## src/rtl/nclic_dispatch_pkg.sv

```systemverilog
// ----------------------------------------------------------------------------
// nclic_dispatch_pkg
// Shared sizing constants, types and helpers for the nested interrupt
// dispatch unit (nclic_dispatch) and its priority stack (nclic_prio_stack).
//   IntAmount  : number of interrupt lines
//   Priorities : number of priority levels (level 0 = thread mode, never taken)
//   NestDepth  : maximum number of simultaneously active handlers
// ----------------------------------------------------------------------------
package nclic_dispatch_pkg;

    localparam int IntAmount   = 8;
    localparam int Priorities  = 8;
    localparam int NestDepth   = 4;

    localparam int IntIdxWidth = (IntAmount > 1) ? $clog2(IntAmount) : 1;
    localparam int PrioWidth   = (Priorities > 1) ? $clog2(Priorities) : 1;
    localparam int NestWidth   = $clog2(NestDepth + 1);

    typedef logic [IntIdxWidth-1:0] IntIdx;
    typedef logic [PrioWidth-1:0]   IntPrio;
    typedef logic [NestWidth-1:0]   NestLvl;

    // Per-line configuration as seen on the CSR-side port.
    typedef struct packed {
        IntPrio prio;
        logic   enabled;
        logic   pending;
    } int_config_t;

    // A line may be offered when it is pending, enabled and strictly above
    // the running priority. The nesting-room condition is applied by the caller.
    function automatic logic line_eligible(input int_config_t cfg, input IntPrio cur_prio);
        return cfg.pending && cfg.enabled && (cfg.prio > cur_prio);
    endfunction

endpackage

```

## src/rtl/nclic_dispatch_prio_stack.sv

```systemverilog
// ----------------------------------------------------------------------------
// nclic_prio_stack
// LIFO of saved running priorities, one entry per active nested handler.
// Push while full and pop while empty are silently ignored; the caller owns
// the policy for those cases.
//   clk, rst_n : clock, asynchronous active-low reset
//   i_push     : store i_data on top of the stack
//   i_pop      : discard the top entry
//   i_data     : priority to push
//   o_top      : current top entry (0 when empty)
//   o_full     : stack holds Depth entries
//   o_empty    : stack holds no entries
//   o_count    : number of entries held
// ----------------------------------------------------------------------------
module nclic_prio_stack
    import nclic_dispatch_pkg::*;
#(
    parameter int Depth = NestDepth
) (
    input  logic                         clk,
    input  logic                         rst_n,
    input  logic                         i_push,
    input  logic                         i_pop,
    input  IntPrio                       i_data,
    output IntPrio                       o_top,
    output logic                         o_full,
    output logic                         o_empty,
    output logic [$clog2(Depth+1)-1:0]   o_count
);

    localparam int CntW = $clog2(Depth + 1);
    localparam int PtrW = (Depth > 1) ? $clog2(Depth) : 1;

    IntPrio            r_mem [Depth];
    logic [CntW-1:0]   r_count;
    logic [CntW-1:0]   w_count_dec;
    logic [PtrW-1:0]   w_wr_ptr;
    logic [PtrW-1:0]   w_rd_ptr;
    logic              w_full;
    logic              w_empty;

    assign w_full      = (r_count == CntW'(Depth));
    assign w_empty     = (r_count == CntW'(0));
    assign w_count_dec = r_count - CntW'(1);
    // The write slot is the current count; it always fits while not full.
    assign w_wr_ptr    = r_count[PtrW-1:0];
    assign w_rd_ptr    = w_count_dec[PtrW-1:0];

    // Stack storage and occupancy counter.
    always_ff @(posedge clk or negedge rst_n) begin
        if (!rst_n) begin
            r_count <= '0;
            for (int i = 0; i < Depth; i++) begin
                r_mem[i] <= '0;
            end
        end else if (i_push && !w_full) begin
            r_mem[w_wr_ptr] <= i_data;
            r_count         <= r_count + CntW'(1);
        end else if (i_pop && !w_empty) begin
            r_count <= w_count_dec;
        end else begin
            r_count <= r_count;
        end
    end

    // Top-of-stack read, forced to zero when nothing is stored.
    always_comb begin
        o_top = '0;
        if (w_empty) begin
            o_top = '0;
        end else begin
            o_top = r_mem[w_rd_ptr];
        end
    end

    assign o_full  = w_full;
    assign o_empty = w_empty;
    assign o_count = r_count;

endmodule

```

## src/rtl/nclic_dispatch.sv

```systemverilog
// ----------------------------------------------------------------------------
// nclic_dispatch
// Nested interrupt dispatch unit. Holds per-line config, edge-detects the
// irq lines into pending bits, arbitrates the highest eligible line and offers
// it to the core over a take/ack handshake. Tracks the running priority and a
// bounded nesting stack so that mret restores the preempted level.
//   clk, rst_n    : clock, asynchronous active-low reset
//   irq_i         : raw level interrupt lines (synchronous to clk)
//   cfg_we_i      : config write strobe
//   cfg_idx_i     : config line index (read and write)
//   cfg_wdata_i   : config write data {prio, enabled, pending}
//   cfg_rdata_o   : config of line cfg_idx_i (combinational)
//   take_o        : an interrupt is offered to the core
//   take_id_o     : offered line
//   take_prio_o   : priority of the offered line
//   take_ack_i    : core accepts the offer this cycle
//   ret_i         : handler exit (mret)
//   cur_prio_o    : running priority, 0 = thread mode
//   nest_level_o  : number of active handlers
//   err_o         : sticky error (ret on empty stack, or ack together with ret)
// ----------------------------------------------------------------------------
module nclic_dispatch
    import nclic_dispatch_pkg::*;
(
    input  logic                   clk,
    input  logic                   rst_n,
    input  logic [IntAmount-1:0]   irq_i,
    input  logic                   cfg_we_i,
    input  IntIdx                  cfg_idx_i,
    input  int_config_t            cfg_wdata_i,
    output int_config_t            cfg_rdata_o,
    output logic                   take_o,
    output IntIdx                  take_id_o,
    output IntPrio                 take_prio_o,
    input  logic                   take_ack_i,
    input  logic                   ret_i,
    output IntPrio                 cur_prio_o,
    output NestLvl                 nest_level_o,
    output logic                   err_o
);

    logic [IntAmount-1:0] r_irq_q;
    int_config_t          r_cfg      [IntAmount];
    int_config_t          w_cfg_next [IntAmount];
    logic [IntAmount-1:0] w_edge;

    IntPrio               r_cur_prio;
    logic                 r_take;
    IntIdx                r_take_id;
    IntPrio               r_take_prio;
    logic                 r_err;

    logic                 w_accept;
    logic                 w_ret;
    logic                 w_err_evt;

    logic                 w_found;
    IntIdx                w_best_id;
    IntPrio               w_best_prio;

    IntPrio               w_stack_top;
    logic                 w_stack_full;
    logic                 w_stack_empty;
    NestLvl               w_nest;

    assign w_edge    = irq_i & ~r_irq_q;
    // An ack only counts against a live offer; ack and ret together cancel.
    assign w_accept  = take_ack_i & r_take & ~ret_i;
    assign w_ret     = ret_i & ~take_ack_i;
    assign w_err_evt = (take_ack_i & ret_i) | (w_ret & w_stack_empty);

    // Saved-priority stack; its occupancy is the nesting level.
    nclic_prio_stack #(
        .Depth   (NestDepth)
    ) u_prio_stack (
        .clk     (clk),
        .rst_n   (rst_n),
        .i_push  (w_accept),
        .i_pop   (w_ret),
        .i_data  (r_cur_prio),
        .o_top   (w_stack_top),
        .o_full  (w_stack_full),
        .o_empty (w_stack_empty),
        .o_count (w_nest)
    );

    // Next config per line: CSR write, then hardware edge sets pending,
    // then the accept clear has the last word.
    always_comb begin
        for (int k = 0; k < IntAmount; k++) begin
            w_cfg_next[k] = r_cfg[k];
            if (cfg_we_i && (cfg_idx_i == IntIdx'(k))) begin
                w_cfg_next[k] = cfg_wdata_i;
            end else begin
                w_cfg_next[k] = r_cfg[k];
            end
            if (w_edge[k]) begin
                w_cfg_next[k].pending = 1'b1;
            end else begin
                w_cfg_next[k].pending = w_cfg_next[k].pending;
            end
            if (w_accept && (r_take_id == IntIdx'(k))) begin
                w_cfg_next[k].pending = 1'b0;
            end else begin
                w_cfg_next[k].pending = w_cfg_next[k].pending;
            end
        end
    end

    // Config storage and irq sample used for edge detection.
    always_ff @(posedge clk or negedge rst_n) begin
        if (!rst_n) begin
            r_irq_q <= '0;
            for (int k = 0; k < IntAmount; k++) begin
                r_cfg[k] <= '0;
            end
        end else begin
            r_irq_q <= irq_i;
            for (int k = 0; k < IntAmount; k++) begin
                r_cfg[k] <= w_cfg_next[k];
            end
        end
    end

    // Arbitration: strict '>' while scanning upward keeps the lowest index on ties.
    always_comb begin
        w_found     = 1'b0;
        w_best_id   = '0;
        w_best_prio = '0;
        for (int k = 0; k < IntAmount; k++) begin
            if (!w_stack_full && line_eligible(r_cfg[k], r_cur_prio) &&
                (r_cfg[k].prio > w_best_prio)) begin
                w_found     = 1'b1;
                w_best_id   = IntIdx'(k);
                w_best_prio = r_cfg[k].prio;
            end else begin
                w_found     = w_found;
            end
        end
    end

    // Offer register; id/prio hold their last value whenever nothing is offered.
    always_ff @(posedge clk or negedge rst_n) begin
        if (!rst_n) begin
            r_take      <= 1'b0;
            r_take_id   <= '0;
            r_take_prio <= '0;
        end else if (w_accept) begin
            // Arbitration still sees the pre-accept pending bit this cycle.
            r_take      <= 1'b0;
        end else if (w_found) begin
            r_take      <= 1'b1;
            r_take_id   <= w_best_id;
            r_take_prio <= w_best_prio;
        end else begin
            r_take      <= 1'b0;
        end
    end

    // Running priority: raised on accept, restored from the stack on return.
    always_ff @(posedge clk or negedge rst_n) begin
        if (!rst_n) begin
            r_cur_prio <= '0;
        end else if (w_accept) begin
            r_cur_prio <= r_take_prio;
        end else if (w_ret && !w_stack_empty) begin
            r_cur_prio <= w_stack_top;
        end else begin
            r_cur_prio <= r_cur_prio;
        end
    end

    // Sticky protocol error flag, cleared only by reset.
    always_ff @(posedge clk or negedge rst_n) begin
        if (!rst_n) begin
            r_err <= 1'b0;
        end else if (w_err_evt) begin
            r_err <= 1'b1;
        end else begin
            r_err <= r_err;
        end
    end

    // CSR-side combinational config read; out-of-range indices read as zero.
    always_comb begin
        cfg_rdata_o = '0;
        if ({1'b0, cfg_idx_i} < (IntIdxWidth + 1)'(IntAmount)) begin
            cfg_rdata_o = r_cfg[cfg_idx_i];
        end else begin
            cfg_rdata_o = '0;
        end
    end

    assign take_o       = r_take;
    assign take_id_o    = r_take_id;
    assign take_prio_o  = r_take_prio;
    assign cur_prio_o   = r_cur_prio;
    assign nest_level_o = w_nest;
    assign err_o        = r_err;

endmodule

```

## config.mk

```make
export PLATFORM = sky130hd
export DESIGN_NAME = nclic_dispatch
export DESIGN_NICKNAME = d
export VERILOG_FILES = /design/src/rtl/nclic_dispatch_pkg.sv /design/src/rtl/nclic_dispatch_prio_stack.sv /design/src/rtl/nclic_dispatch.sv
export SDC_FILE = /design/constraint.sdc
export NUM_CORES = 1
export LEC_CHECK = 0
export CAP_MARGIN = 30
export CORE_MARGIN = 5
export CORE_UTILIZATION = 45
export DETAILED_ROUTE_END_ITERATION = 10
export PLACE_DENSITY = 0.65
export SKIP_CTS_REPAIR_TIMING = 1
export SYNTH_ARGS = -nofsm -noshare
export SYNTH_HDL_FRONTEND = slang
export SYNTH_SLANG_ARGS = --single-unit
```

## constraint.sdc

```tcl
create_clock -name clk -period 12.2 [get_ports clk]
set_input_delay 3.66 -clock clk [delete_from_list [all_inputs] [get_ports clk]]
set_output_delay 3.66 -clock clk [all_outputs]
set_load 0.01 [all_outputs]
```

==> out/metrics.cfg <==
[cts]
clk_root_buffer_cell=sky130_fd_sc_hd__clkbuf_8
clk-insertion-delay-late_ns=0.36
cts_inserted_buffers=9
ctsHtreeMaxLevel=3
cts_max_path_buffers=2
cts_num_sinks=74
cts_tree=built
clock_slew_at_reported_path_ffs_ns=0.09

[worst_setup_path]
critical_path_class=flop to flop
worst-path-max-fanout=9
critical_path.max_stage_delay_ns=0.49
crit_path_end_kind=flop
worst_path_most_repeated_cell=sky130_fd_sc_hd__ha_1
start_kind=flop
crit_slowest_cell=sky130_fd_sc_hd__dfrtp_2
arrival_ns=11.71
timing.critical_path.required_ns=12.44

[pwr]
cellInternalPower_uw=801.2
vdd_ir_drop_max_mv=0.1273
share_comb_of_total_power_pct=60.8
swShare_pct=44.57
clockPowerShare_pct=12.1
leakage_power_total_uw=0.002449
power.density_cell_area_nw_per_um2=258.2
switching_power_uw=644.4
total_power_uw=1446
p_seq_share_pct=27.1

[sta]
maxSlewViolCount=0
finalWorstPathRequiredPeriod_ns=11.47
setup_violating_endpoint_count_in_the_final_report=0
fin_ws_ns=0.7300
least_margin_pin_slew_ns=0.9347
clock-skew-final_ns=0.008175
final_worst_hold_slack_ns=0.4923
final-hold-violation-count=0
timing.max_slew.rel_slack_pct=37.49
fmax_mhz=87.18
final.period_utilization_pct=94.02
grt_setup_unrepaired=false
fin_tns_setup_ns=0

[place]
post-place-cells=620
place.port_buffers=39
place_congestion=0.9067
place.detailed.hpwl_um=9375
dp_worst_setup_slack_ns=0.7204

[finish]
final_stage_net_count=562
post_layout_nonfiller_instances=636
syn2layout_area_growth_pct=15.73
antennaDiodeCount=0
drive_gt1_share_pct=18.40

[floorplanning]
die-width_um=113.7
row_count=37
fp.dieH_um=113.7
top_level_ports=40
design.die.area_um2=12920
core_area_um2=10420
initial_core_util_pct=46.44

[grt]
grt_util_all_layers_pct=20.47
global_route.peak_usage_layer=met2
global_route.usage.met2_pct=31.65
grt_start_max_net_pins=75
vias_in_the_first_global_route=3889
globalRouteMet3Util_pct=3.077
grt_antenna_before_repair=0
grt.met1_usage_pct=29.37
grt_first_pass_wirelength_um=20710
globalRouteOverflowTotal=0

[drt]
ant_nets=0
drcViolationCount=0
vias=3811
wire_per_inst_um=19.97
detailedRoute.firstPassIterationCount=5
wl_um=12700
post_drt_via_cell_ratio=5.992
initialDrtViolationCount=242

[yosys]
synth_top_flop_cell=sky130_fd_sc_hd__dfrtp_1
post_synthesis_instance_area_um2=4837
syn_nets=516
synth_cell_types=57
yosys-top-cells-area=sky130_fd_sc_hd__dfrtp_1 38%, sky130_fd_sc_hd__ha_1 12%, sky130_fd_sc_hd__mux2_2 9.8%, sky130_fd_sc_hd__mux4_2 6.1%, sky130_fd_sc_hd__nand2_1 3.7%
avgSynthCellArea_um2=10.75
synth_simple_gate_area_share_pct=14.25
synth_warnings=0
synth.most_common_cell=sky130_fd_sc_hd__dfrtp_1
synth_top_family_by_area=multiplexers
synthAdderAreaFrac_pct=11.85
post-synth-top-area-cell=sky130_fd_sc_hd__dfrtp_1
synth_seq_cells=74
synth_enable_flop_cells=0
yosys.area.top_type_share_pct=38.28
synth.mux.area_fraction_pct=19.45
synth-xor-area-share_pct=0.3621
postSynthCellCount=450
ys_async_sr_fraction_pct=100.0
synthTopCellsByCount=74 x sky130_fd_sc_hd__dfrtp_1, 48 x sky130_fd_sc_hd__nand2_1, 45 x sky130_fd_sc_hd__ha_1, 42 x sky130_fd_sc_hd__mux2_2, 27 x sky130_fd_sc_hd__inv_1
synth_compound_area_share_pct=12.86
seq_total_area_yosys_pct=38.28

[worst_hold_path]
holdCritPathClass=flop to flop

[job]
max-cap-violations=0

[status]
run_status=finished, final reports clean

[power by group through the flow]
stage	Sequential, uW	Combinational [uW]	Clock, uW
after detailed placement	394	862	0
after global routing	402	970	190
final	392	878	175
after global placement	394	833	0
after CTS	391	867	179
after floorplan	373	625	0
[final timing paths]
path	slack, ns	end	from	cells past startpoint
setup / recovery	0.73	take_id_o[1]	u_prio_stack.o_count[0]	50
hold reg to reg	0.49	u_prio_stack.r_mem[1]	u_prio_stack.r_mem[1]	2
hold / removal	0.49	u_prio_stack.r_mem[1]	u_prio_stack.r_mem[1]	2
min in group asynchronous	3.09	u_prio_stack.r_mem[6]	rst_n	1
setup reg to reg	0.73	take_id_o[1]	u_prio_stack.o_count[0]	50
max in group asynchronous	8.55	r_cfg[38]	rst_n	2
[registers in the layout (all words and copies together), names as in the netlist]
signal,cells
u_prio_stack.o_count,3
cur_prio_o,3
take_id_o,3
r_cfg,40
take_o,1
err_o,1
u_prio_stack.r_mem,12
r_irq_q,8
take_prio_o,3
[per-layer routing]
metal	up-vias	routed length (um)
li1	1774	-
met1	1891	5927
met2	128	5881
met3	18	650
met4	0	244
met5	-	0
[critical path, delay by kind of cell (launching register included)]
family	cells	cell delay (ns)
and+or+nand+nor	20	3.43
adders and majority gates	9	2.54
AOI/OAI and AO/OA	11	2.35
muxes	7	2.24
DFF	1	0.49
buffers and inverters	3	0.28
[cell type report]
class,count,area (um^2)
Inverter,28,105.1
Sequential cell,74,1853
Clock buffer,9,123.9
Fill cell,897,4818
Tap cell,136,170.2
Multi-Input combinational cell,338,2853
Timing Repair Buffer,45,450.4
Clock inverter,6,42.54
[placed cells by master (no fill, tap or decap), types with 3 or more instances in the layout]
cell and instances:
sky130_fd_sc_hd__o211ai_1 3, sky130_fd_sc_hd__ha_1 45, sky130_fd_sc_hd__nor2b_1 4, sky130_fd_sc_hd__a22oi_1 10, sky130_fd_sc_hd__nand3_1 16, sky130_fd_sc_hd__nand2b_1 11
sky130_fd_sc_hd__o21ai_0 22, sky130_fd_sc_hd__buf_4 5, sky130_fd_sc_hd__and3_1 6, sky130_fd_sc_hd__and2_1 4, sky130_fd_sc_hd__a311oi_1 3, sky130_fd_sc_hd__nor3b_1 3
sky130_fd_sc_hd__clkdlybuf4s50_1 38, sky130_fd_sc_hd__a21oi_1 18, sky130_fd_sc_hd__nand2_1 48, sky130_fd_sc_hd__mux2_2 42, sky130_fd_sc_hd__nand4b_1 4, sky130_fd_sc_hd__nand3b_1 7
sky130_fd_sc_hd__mux2i_1 12, sky130_fd_sc_hd__nor2_1 11, sky130_fd_sc_hd__dfrtp_1 73, sky130_fd_sc_hd__a32oi_1 5, sky130_fd_sc_hd__a21o_1 6, sky130_fd_sc_hd__clkbuf_8 9
sky130_fd_sc_hd__nand4_1 3, sky130_fd_sc_hd__inv_1 27, sky130_fd_sc_hd__nor3_1 4, sky130_fd_sc_hd__mux4_2 13, sky130_fd_sc_hd__mux2_4 3
[through the flow]
stage,util [%],cell area (um^2)
after detailed placement,51.77,5393
after floorplan,-,4837
after global routing,53.74,5598
final,53.74,5598
after global placement,51.72,5388
after CTS,53.37,5559
[cells by family (layout without fill, tap and decap cells)]
| group | after synthesis | count (layout) |
|---|---|---|
| AOI/OAI and AO/OA | 89 | 89 |
| xor gates and xnor gates | 2 | 2 |
| adders and majority gates | 46 | 46 |
| buffers and inverters | 38 | 88 |
| DFF | 74 | 74 |
| muxes | 71 | 71 |
| and+or+nand+nor | 130 | 130 |
Power figures use the tool's default switching activity.
